<file path="config.mk">
export PLATFORM = sky130hd
export DESIGN_NAME = imem_arbiter
export DESIGN_NICKNAME = d
export VERILOG_FILES = /design/src/rtl/imem_arbiter.sv
export SDC_FILE = /design/constraint.sdc
export NUM_CORES = 1
export LEC_CHECK = 0
export ABC_AREA = 1
export BUFFER_PORTS_ARGS = -buffer_cell sky130_fd_sc_hd__buf_2
export CAP_MARGIN = 20
export CORE_AREA = 2 2 79 81
export CTS_CLUSTER_SIZE = 30
export DETAILED_ROUTE_END_ITERATION = 16
export DIE_AREA = 0 0 81 83
export GPL_ROUTABILITY_DRIVEN = 0
export PLACE_DENSITY = 0.63
export RECOVER_POWER = 100
export SKIP_LAST_GASP = 1
export SLEW_MARGIN = 20
export SYNTH_ARGS = -nofsm -noshare
export SYNTH_HDL_FRONTEND = slang
export SYNTH_SLANG_ARGS = --single-unit
</file>
<file path="constraint.sdc">
create_clock -name clk_i -period 1.3 [get_ports clk_i]
set_input_delay 0.26 -clock clk_i [delete_from_list [all_inputs] [get_ports clk_i]]
set_output_delay 0.26 -clock clk_i [all_outputs]
set_load 0.1 [all_outputs]
</file>
<file path="src/rtl/imem_arbiter.sv">
// Two-requester arbiter in front of a single-outstanding, fixed-latency instruction memory.
// Response routing follows the owner of the outstanding request; stray responses are flagged.
module imem_arbiter #(
  parameter bit RR_EN = 1'b1
) (
  input  logic        clk_i,
  input  logic        rst_ni,
  input  logic        m0_valid_i,
  input  logic [31:0] m0_addr_i,
  output logic        m0_ready_o,
  output logic        m0_valid_o,
  output logic [31:0] m0_rdata_o,
  input  logic        m0_ready_i,
  input  logic        m1_valid_i,
  input  logic [31:0] m1_addr_i,
  output logic        m1_ready_o,
  output logic        m1_valid_o,
  output logic [31:0] m1_rdata_o,
  input  logic        m1_ready_i,
  output logic        mem_valid_o,
  output logic [31:0] mem_addr_o,
  input  logic        mem_ready_i,
  input  logic        mem_rsp_valid_i,
  input  logic [31:0] mem_rdata_i,
  output logic        mem_rsp_ready_o,
  output logic        err_o
);

  logic busy_q, busy_d;
  logic owner_q, owner_d;
  logic last_q, last_d;
  logic err_q, err_d;

  logic rsp_ready;
  logic rsp_hs;
  logic slot_free;
  logic req_ok;
  logic grant;
  logic winner;

  // Winner selection from current requests and last grant only (no path through ready outputs).
  always_comb begin
    winner = 1'b0;
    if (m0_valid_i && m1_valid_i) begin
      if (RR_EN == 1'b1) begin
        winner = ~last_q;
      end else begin
        winner = 1'b0;
      end
    end else if (m1_valid_i) begin
      winner = 1'b1;
    end else begin
      winner = 1'b0;
    end
  end

  // Response backpressure comes from the owner; an idle arbiter drains stray responses.
  always_comb begin
    rsp_ready = 1'b1;
    if (busy_q) begin
      case (owner_q)
        1'b0:    rsp_ready = m0_ready_i;
        1'b1:    rsp_ready = m1_ready_i;
        default: rsp_ready = 1'b0;
      endcase
    end else begin
      rsp_ready = 1'b1;
    end
  end

  // Request path; reset masks the grant so nothing leaves while rst_ni is low.
  always_comb begin
    rsp_hs      = mem_rsp_valid_i & rsp_ready;
    slot_free   = ~busy_q | rsp_hs;
    req_ok      = rst_ni & slot_free & (m0_valid_i | m1_valid_i);
    grant       = req_ok & mem_ready_i;
    mem_valid_o = req_ok;
    mem_addr_o  = winner ? m1_addr_i : m0_addr_i;
    m0_ready_o  = req_ok & mem_ready_i & ~winner;
    m1_ready_o  = req_ok & mem_ready_i & winner;
  end

  // Response routing to the owning requester.
  always_comb begin
    mem_rsp_ready_o = rsp_ready;
    m0_valid_o      = mem_rsp_valid_i & busy_q & ~owner_q;
    m1_valid_o      = mem_rsp_valid_i & busy_q & owner_q;
    m0_rdata_o      = mem_rdata_i;
    m1_rdata_o      = mem_rdata_i;
    err_o           = err_q;
  end

  // Next-state: a grant in the same cycle as a response keeps the slot busy for back-to-back fetches.
  always_comb begin
    owner_d = owner_q;
    last_d  = last_q;
    busy_d  = busy_q;
    err_d   = err_q;
    if (grant) begin
      busy_d  = 1'b1;
      owner_d = winner;
      last_d  = winner;
    end else if (rsp_hs) begin
      busy_d = 1'b0;
    end else begin
      busy_d = busy_q;
    end
    if (mem_rsp_valid_i && !busy_q) begin
      err_d = 1'b1;
    end else begin
      err_d = err_q;
    end
  end

  // State register; last_q resets to 1 so port 0 wins the first round-robin tie.
  always_ff @(posedge clk_i) begin
    if (!rst_ni) begin
      busy_q  <= 1'b0;
      owner_q <= 1'b0;
      last_q  <= 1'b1;
      err_q   <= 1'b0;
    end else begin
      busy_q  <= busy_d;
      owner_q <= owner_d;
      last_q  <= last_d;
      err_q   <= err_d;
    end
  end

endmodule

</file>
==> results of run 1 <==
[layout by cell type (no fill, tap or decap), drive strengths merged]
cell type and count:
nand4 2, clkbuf 5, clkinvlp 1, nand3 2, nor3 2, and2 1, inv 7, buf 140
nand2 103, dfxtp 4, a21oi 2, nor2 9, nor4 1
[per-stage QoR]
stage	utilization, %	setup TNS [ns]	area, sq um	hold slack [ns]	total power [W]
floorplan	-	-4.06	2180	0.346	0.00250
global placement	53.1	-7.44	3090	0.461	0.00230
detailed placement	53.1	-8.18	3090	0.470	0.00232
CTS	55.5	-12.59	3230	0.361	0.00263
global route	56.3	-14.14	3270	0.364	0.00273
finish	56.3	-11.88	3270	0.361	0.00263
[where the power goes]
group | switching, W | total, W | internal, W
Combinational | 0.00137 | 0.00222 | 0.000847
Sequential | 0.0000133 | 0.000147 | 0.000134
Clock | 0.0000644 | 0.000262 | 0.000197
Total | 0.00145 | 0.00263 | 0.00118
[cells by family (layout without fill, tap and decap cells)]
group,after synthesis,in the layout
simple gates,120,120
buf+inv,79,153
flops,4,4
compound gates,2,2
[sequential cells by signal (all words and copies together) (netlist names)]
signal   count
err_o        1
owner_q      1
last_q       1
busy_q       1
[repair_timing]
item,CTS,global route
buffers inserted,6,4
setup endpoints to repair,38,40
pin swaps,12,7
cloned,0,0
gates resized for setup,13,12
[tightest hold or removal path, delay by kind of cell]
family	cells	cell delay, ns
buffers and inverters	2	0.21
and+or+nand+nor	1	0.06
[worst paths after layout]
| kind | from | to | slack (ns) | depth (start not counted) |
|---|---|---|---|---|
| max | last_q$_SDFFE_PN1P_ | mem_addr_o[3] | -0.35 | 7 |
| min | rst_ni | last_q$_SDFFE_PN1P_ | 0.36 | 3 |
| max reg2reg | owner_q$_SDFFE_PN0P_ | last_q$_SDFFE_PN1P_ | 0.05 | 8 |
| min reg2reg | last_q$_SDFFE_PN1P_ | last_q$_SDFFE_PN1P_ | 0.48 | 2 |
[final cells by class]
type	instances	area, sq um
timing repair buffer	142	1430
inverter	8	48.8
sequential	4	88.8
multi-input combinational	122	1570
fill	497	2540
clock buffer	3	41.3
tap	75	93.8
[metal layers]
metal / up-vias / wire [um] / track usage (%)
li1: 705 / - / -
met1: 653 / 1410 / 13.9
met2: 101 / 2840 / 28.2
met3: 16 / 592 / 5.33
met4: 0 / 93 / 3.85
met5: - / 0 / 0
==> flow_summary.yaml, run 1 <==
setup_path:
  cp_cell_sequence: "nand2_1 > and2_4 > inv_8 > buf_16 > nand2_4 > nand2_8 > buf_12"
  worst_setup_path_end_kind: "output pin"
  required_ns: 1.04
  arrival_ns: 1.39
  cp_slowest_stage_delay_ns: 0.32
  cp_slowest_cell: "dfxtp_2"
  crit_buf_inv: 3
  path_max_fanout: 8
  critPathKind: "flop to output pin"
  path_delay_family: "buffers and inverters"
  start_kind: "flop"
synthesis:
  synth_edf_count: 0
  synth_top_area_cell: "buf_4"
  synth-main-ff-cell: "dfxtp_1"
  synth_simple_gate_area_share_pct: 42.1
  synth_compound_area_share_pct: 0.871
  ys_async_sr_fraction_pct: 0
  syn_nets: 309
  syn_inst: 205
  synth_fa_ha_area_share_pct: 0
  ys_seq_area_share_pct: 6.96
  synth.most_common_cell: "nand2_1"
  avgSynthCellArea_sq_um: 5.61
  synth_mux_area_share_pct: 0
  synth_xor_xnor_area_share_pct: 0
  synth_top_family_by_area: "buffers and inverters"
  synthTopCellsByCount: "103 x nand2_1, 64 x buf_4, 6 x nor2_1"
  yosysTopAreaCellShare_pct: 41.8
  syn_area_sq_um: 1150
  synthTopCellsByArea: "buf_4 42%, nand2_1 34%, dfxtp_1 7.0%"
  ys_types: 18
  yosys_warnings: 0
  ys_seq_elements: 4
pwr:
  irDropWorstVdd_mv: 0.385
  leakagePower_nw: 1.43
  power_density_nw_per_um2: 803
die:
  start_util_pct: 19.8
  dieArea_sq_um: 6720
  rows: 28
  core_sq_um: 5820
  io_pins: 207
  die_h_um: 83
  die_w_um: 81
clock_tree:
  h-tree-depth: 1
  clk_pin_slew_ns: 0.03
  clock_latency_ns: 0.22
  cts_made_buffers: 3
  cts_root_buffer: "clkbuf_8"
  cts_hold_buf: 0
  cts_tree: "yes"
  clock_path_buffers: 2
  cts.sink_count: 4
routing:
  wire_per_inst_um: 13.9
  wl_um: 4930
  drt_iter0_drc: 11
  via_per_inst: 4.17
  firstDrtPassIters: 2
  vias: 1475
  drtAntennaViolNets: 0
  drc: 0
global_routing:
  grt_usage_pct: 14.5
  grt_pass1_vias: 1615
  grt_max_degree: 24
  antenna_found_initial: 0
  grt-ovfl-total: 0
  grt_pass1_wl_um: 7760
timing:
  fmax_ghz: 0.606
  clock_skew_ns: 0.00101
  setup_viol: 38
  layout_min_cycle_time_ns: 1.65
  finalMaxSlewViolations: 0
  worst_pin_slew_ns: 0.303
  relSlewSlack_pct: 79.9
  post-route-period-util_pct: 127
  hold_viol: 0
  rsz0062_at_grt: "yes"
  setup_slack_ns: -0.351
worst_hold_path:
  hp-class: "input pin to flop"
final_layout:
  final-instance-count-excl-fill: 354
  nets: 385
  antenna_cells: 0
  areaGrowthSynthToFinish_pct: 185
  final_layout_size_suffix_gt1_share_pct: 93.2
place:
  dp_hpwl_um: 4350
  place_inst: 346
  pre_cts_slack_ns: -0.275
  io_buffers: 110
status:
  outcome: "complete, but fails checks"
  violations: "negative setup slack"
job:
  maxCapViolations: 0
Note: power is estimated with default switching activity, not from simulation.
==> run 2, diff against run 1 <==
--- a/config.mk
+++ b/config.mk
@@ -8,12 +8,14 @@
 export ABC_AREA = 1
 export BUFFER_PORTS_ARGS = -buffer_cell sky130_fd_sc_hd__buf_2
 export CAP_MARGIN = 20
-export CORE_AREA = 2 2 79 81
+export CELL_PAD_IN_SITES_DETAIL_PLACEMENT = 1
+export CELL_PAD_IN_SITES_GLOBAL_PLACEMENT = 1
+export CORE_UTILIZATION = 14
+export CTS_BUF_LIST = sky130_fd_sc_hd__clkbuf_4
 export CTS_CLUSTER_SIZE = 30
 export DETAILED_ROUTE_END_ITERATION = 16
-export DIE_AREA = 0 0 81 83
 export GPL_ROUTABILITY_DRIVEN = 0
-export PLACE_DENSITY = 0.63
+export PLACE_DENSITY = 0.81
 export RECOVER_POWER = 100
 export SKIP_LAST_GASP = 1
 export SLEW_MARGIN = 20
==> run 2 against run 1 <==
  * The run still ends with negative setup slack left
  * Utilization down 12 points
  * Clock skew up 0.0011 ns
  * Global-route usage down 3.1 points
  * Sequential power about the same
  * Non-clock buffer count up 8
  * Worst hold slack worse by 0.0077 ns
  * Critical endpoint is now mem_addr_o[10]
  * Largest cell class is now buffers
  * Highest routed layer unchanged
==> flow_summary.yaml, run 2 (same netlist as run 1, synthesis figures left out) <==
timing:
  setup_viol: 39
  relSlewSlack_pct: 79.1
  hold-worst-slack_ns: 0.353
  rsz0062_at_grt: "yes"
  worst_pin_slew_ns: 0.311
  fmax_ghz: 0.589
  tns_ns: -13.36
  finalMaxSlewViolations: 0
  layout_min_cycle_time_ns: 1.70
  hold_viol: 0
  post-route-period-util_pct: 131
  setup_slack_ns: -0.397
  clock_skew_ns: 0.00207
setup_path:
  cp_slowest_stage_delay_ns: 0.31
  critPathKind: "flop to output pin"
  cp_cell_sequence: "nand2_1 > and2_4 > clkinv_8 > buf_16 > nand2_4 > nand2_8 > buf_12"
  required_ns: 1.04
  path_delay_family: "buffers and inverters"
  path_max_fanout: 8
  start_kind: "flop"
  worst_setup_path_end_kind: "output pin"
  crit_buf_inv: 3
  cp_slowest_cell: "dfxtp_2"
  arrival_ns: 1.44
die:
  io_pins: 207
  die_w_um: 92.6
  core_sq_um: 7850
  dieArea_sq_um: 8580
  rows: 32
  die_h_um: 92.6
  start_util_pct: 14.7
pwr:
  irDropWorstVdd_mv: 0.271
  power_density_nw_per_um2: 754
  pwr-share-seq_pct: 5.6
  intPower_w: 0.00114
  swShare_pct: 56.4
  p_sw_w: 0.00148
  leakagePower_nw: 1.52
  clkPwrFrac_pct: 5.7
  combPwrFrac_pct: 88.6
routing:
  drtAntennaViolNets: 0
  wl_um: 5750
  top_layer: "met4"
  wl_met1_um: 1930
  via_per_inst: 3.92
  drc: 0
  vias: 1526
  wire_per_inst_um: 14.8
  wl_met3_um: 523
  route.met2.wl_um: 3170
  firstDrtPassIters: 4
  drt_iter0_drc: 13
clock_tree:
  h-tree-depth: 1
  cts_made_buffers: 3
  cts_tree: "yes"
  cts_root_buffer: "clkbuf_4"
  clock_path_buffers: 2
  clock_latency_ns: 0.23
  clk_pin_slew_ns: 0.04
  cts.sink_count: 4
global_routing:
  grt_pass1_wl_um: 7740
  grt_max_degree: 20
  antenna_found_initial: 0
  grt_pass1_vias: 1616
  grt_usage_pct: 11.5
  grt-ovfl-total: 0
final_layout:
  antenna_cells: 0
  nets: 393
  areaGrowthSynthToFinish_pct: 203
  final_layout_size_suffix_gt1_share_pct: 92.7
  mostFrequentLayoutCell: "buf_2"
  layout_common_cells: "71 x buf_2, 50 x nand2_8, 43 x buf_12"
place:
  dp_hpwl_um: 4440
  io_buffers: 110
worst_hold_path:
  hp-class: "input pin to flop"
status:
  outcome: "complete, but fails checks"
  violations: "negative setup slack"
job:
  maxCapViolations: 0
run 2: metal layers:
metal  up-vias  global-route usage (%)
met5         -                       0
met4         0                    4.87
met3        23                    3.12
met2        80                    22.5
met1       703                    11.1
li1        720                       -
run 2: power groups by stage:
stage | sequential (W) | clock, W | combinational (W)
floorplan | 0.000167 | 0 | 0.00233
global placement | 0.000149 | 0 | 0.00216
detailed placement | 0.000150 | 0 | 0.00220
CTS | 0.000148 | 0.000162 | 0.00223
global route | 0.000150 | 0.000181 | 0.00240
finish | 0.000148 | 0.000150 | 0.00233
run 2: worst paths after layout:
kind	from	to	slack (ns)	cells past startpoint
setup reg to reg	last_q$_SDFFE_PN1P_	last_q$_SDFFE_PN1P_	-0.15	8
hold reg to reg	err_o$_SDFFE_PN0P_	err_o$_SDFFE_PN0P_	0.46	2
setup / recovery	last_q$_SDFFE_PN1P_	mem_addr_o[10]	-0.40	7
hold / removal	rst_ni	last_q$_SDFFE_PN1P_	0.35	3
run 2: worst min-delay path, delay by kind of cell:
| kind | cells | cell delay [ns] |
|---|---|---|
| buf+inv | 2 | 0.21 |
| simple gates | 1 | 0.07 |
run 2: final cells by class:
class                           instances  area, sq um
Fill cell                             850         4370
Timing Repair Buffer                  150         1600
Tap cell                              102          128
Multi-Input combinational cell        122         1590
Clock buffer                            3         22.5
Sequential cell                         4         88.8
Inverter                                8         51.3
run 2: timing repair:
item | CTS | global route
endpoints found under the setup margin | 39 | 39
hold buffers | 0 | 0
gates resized for setup | 7 | 25
cloned | 0 | 3
setup buffers | 5 | 6
pin swaps | 11 | 22
run 2: metrics by stage:
stage / cells / power, W / setup slack, ns / utilization [%] / cell area (sq um)
floorplan: 205 / 0.00250 / -0.527 / - / 2180
global placement: 372 / 0.00231 / -0.292 / 40.0 / 3140
detailed placement: 372 / 0.00235 / -0.296 / 40.0 / 3140
CTS: 380 / 0.00254 / -0.406 / 41.2 / 3230
global route: 389 / 0.00273 / -0.459 / 44.3 / 3480
finish: 389 / 0.00262 / -0.397 / 44.3 / 3480
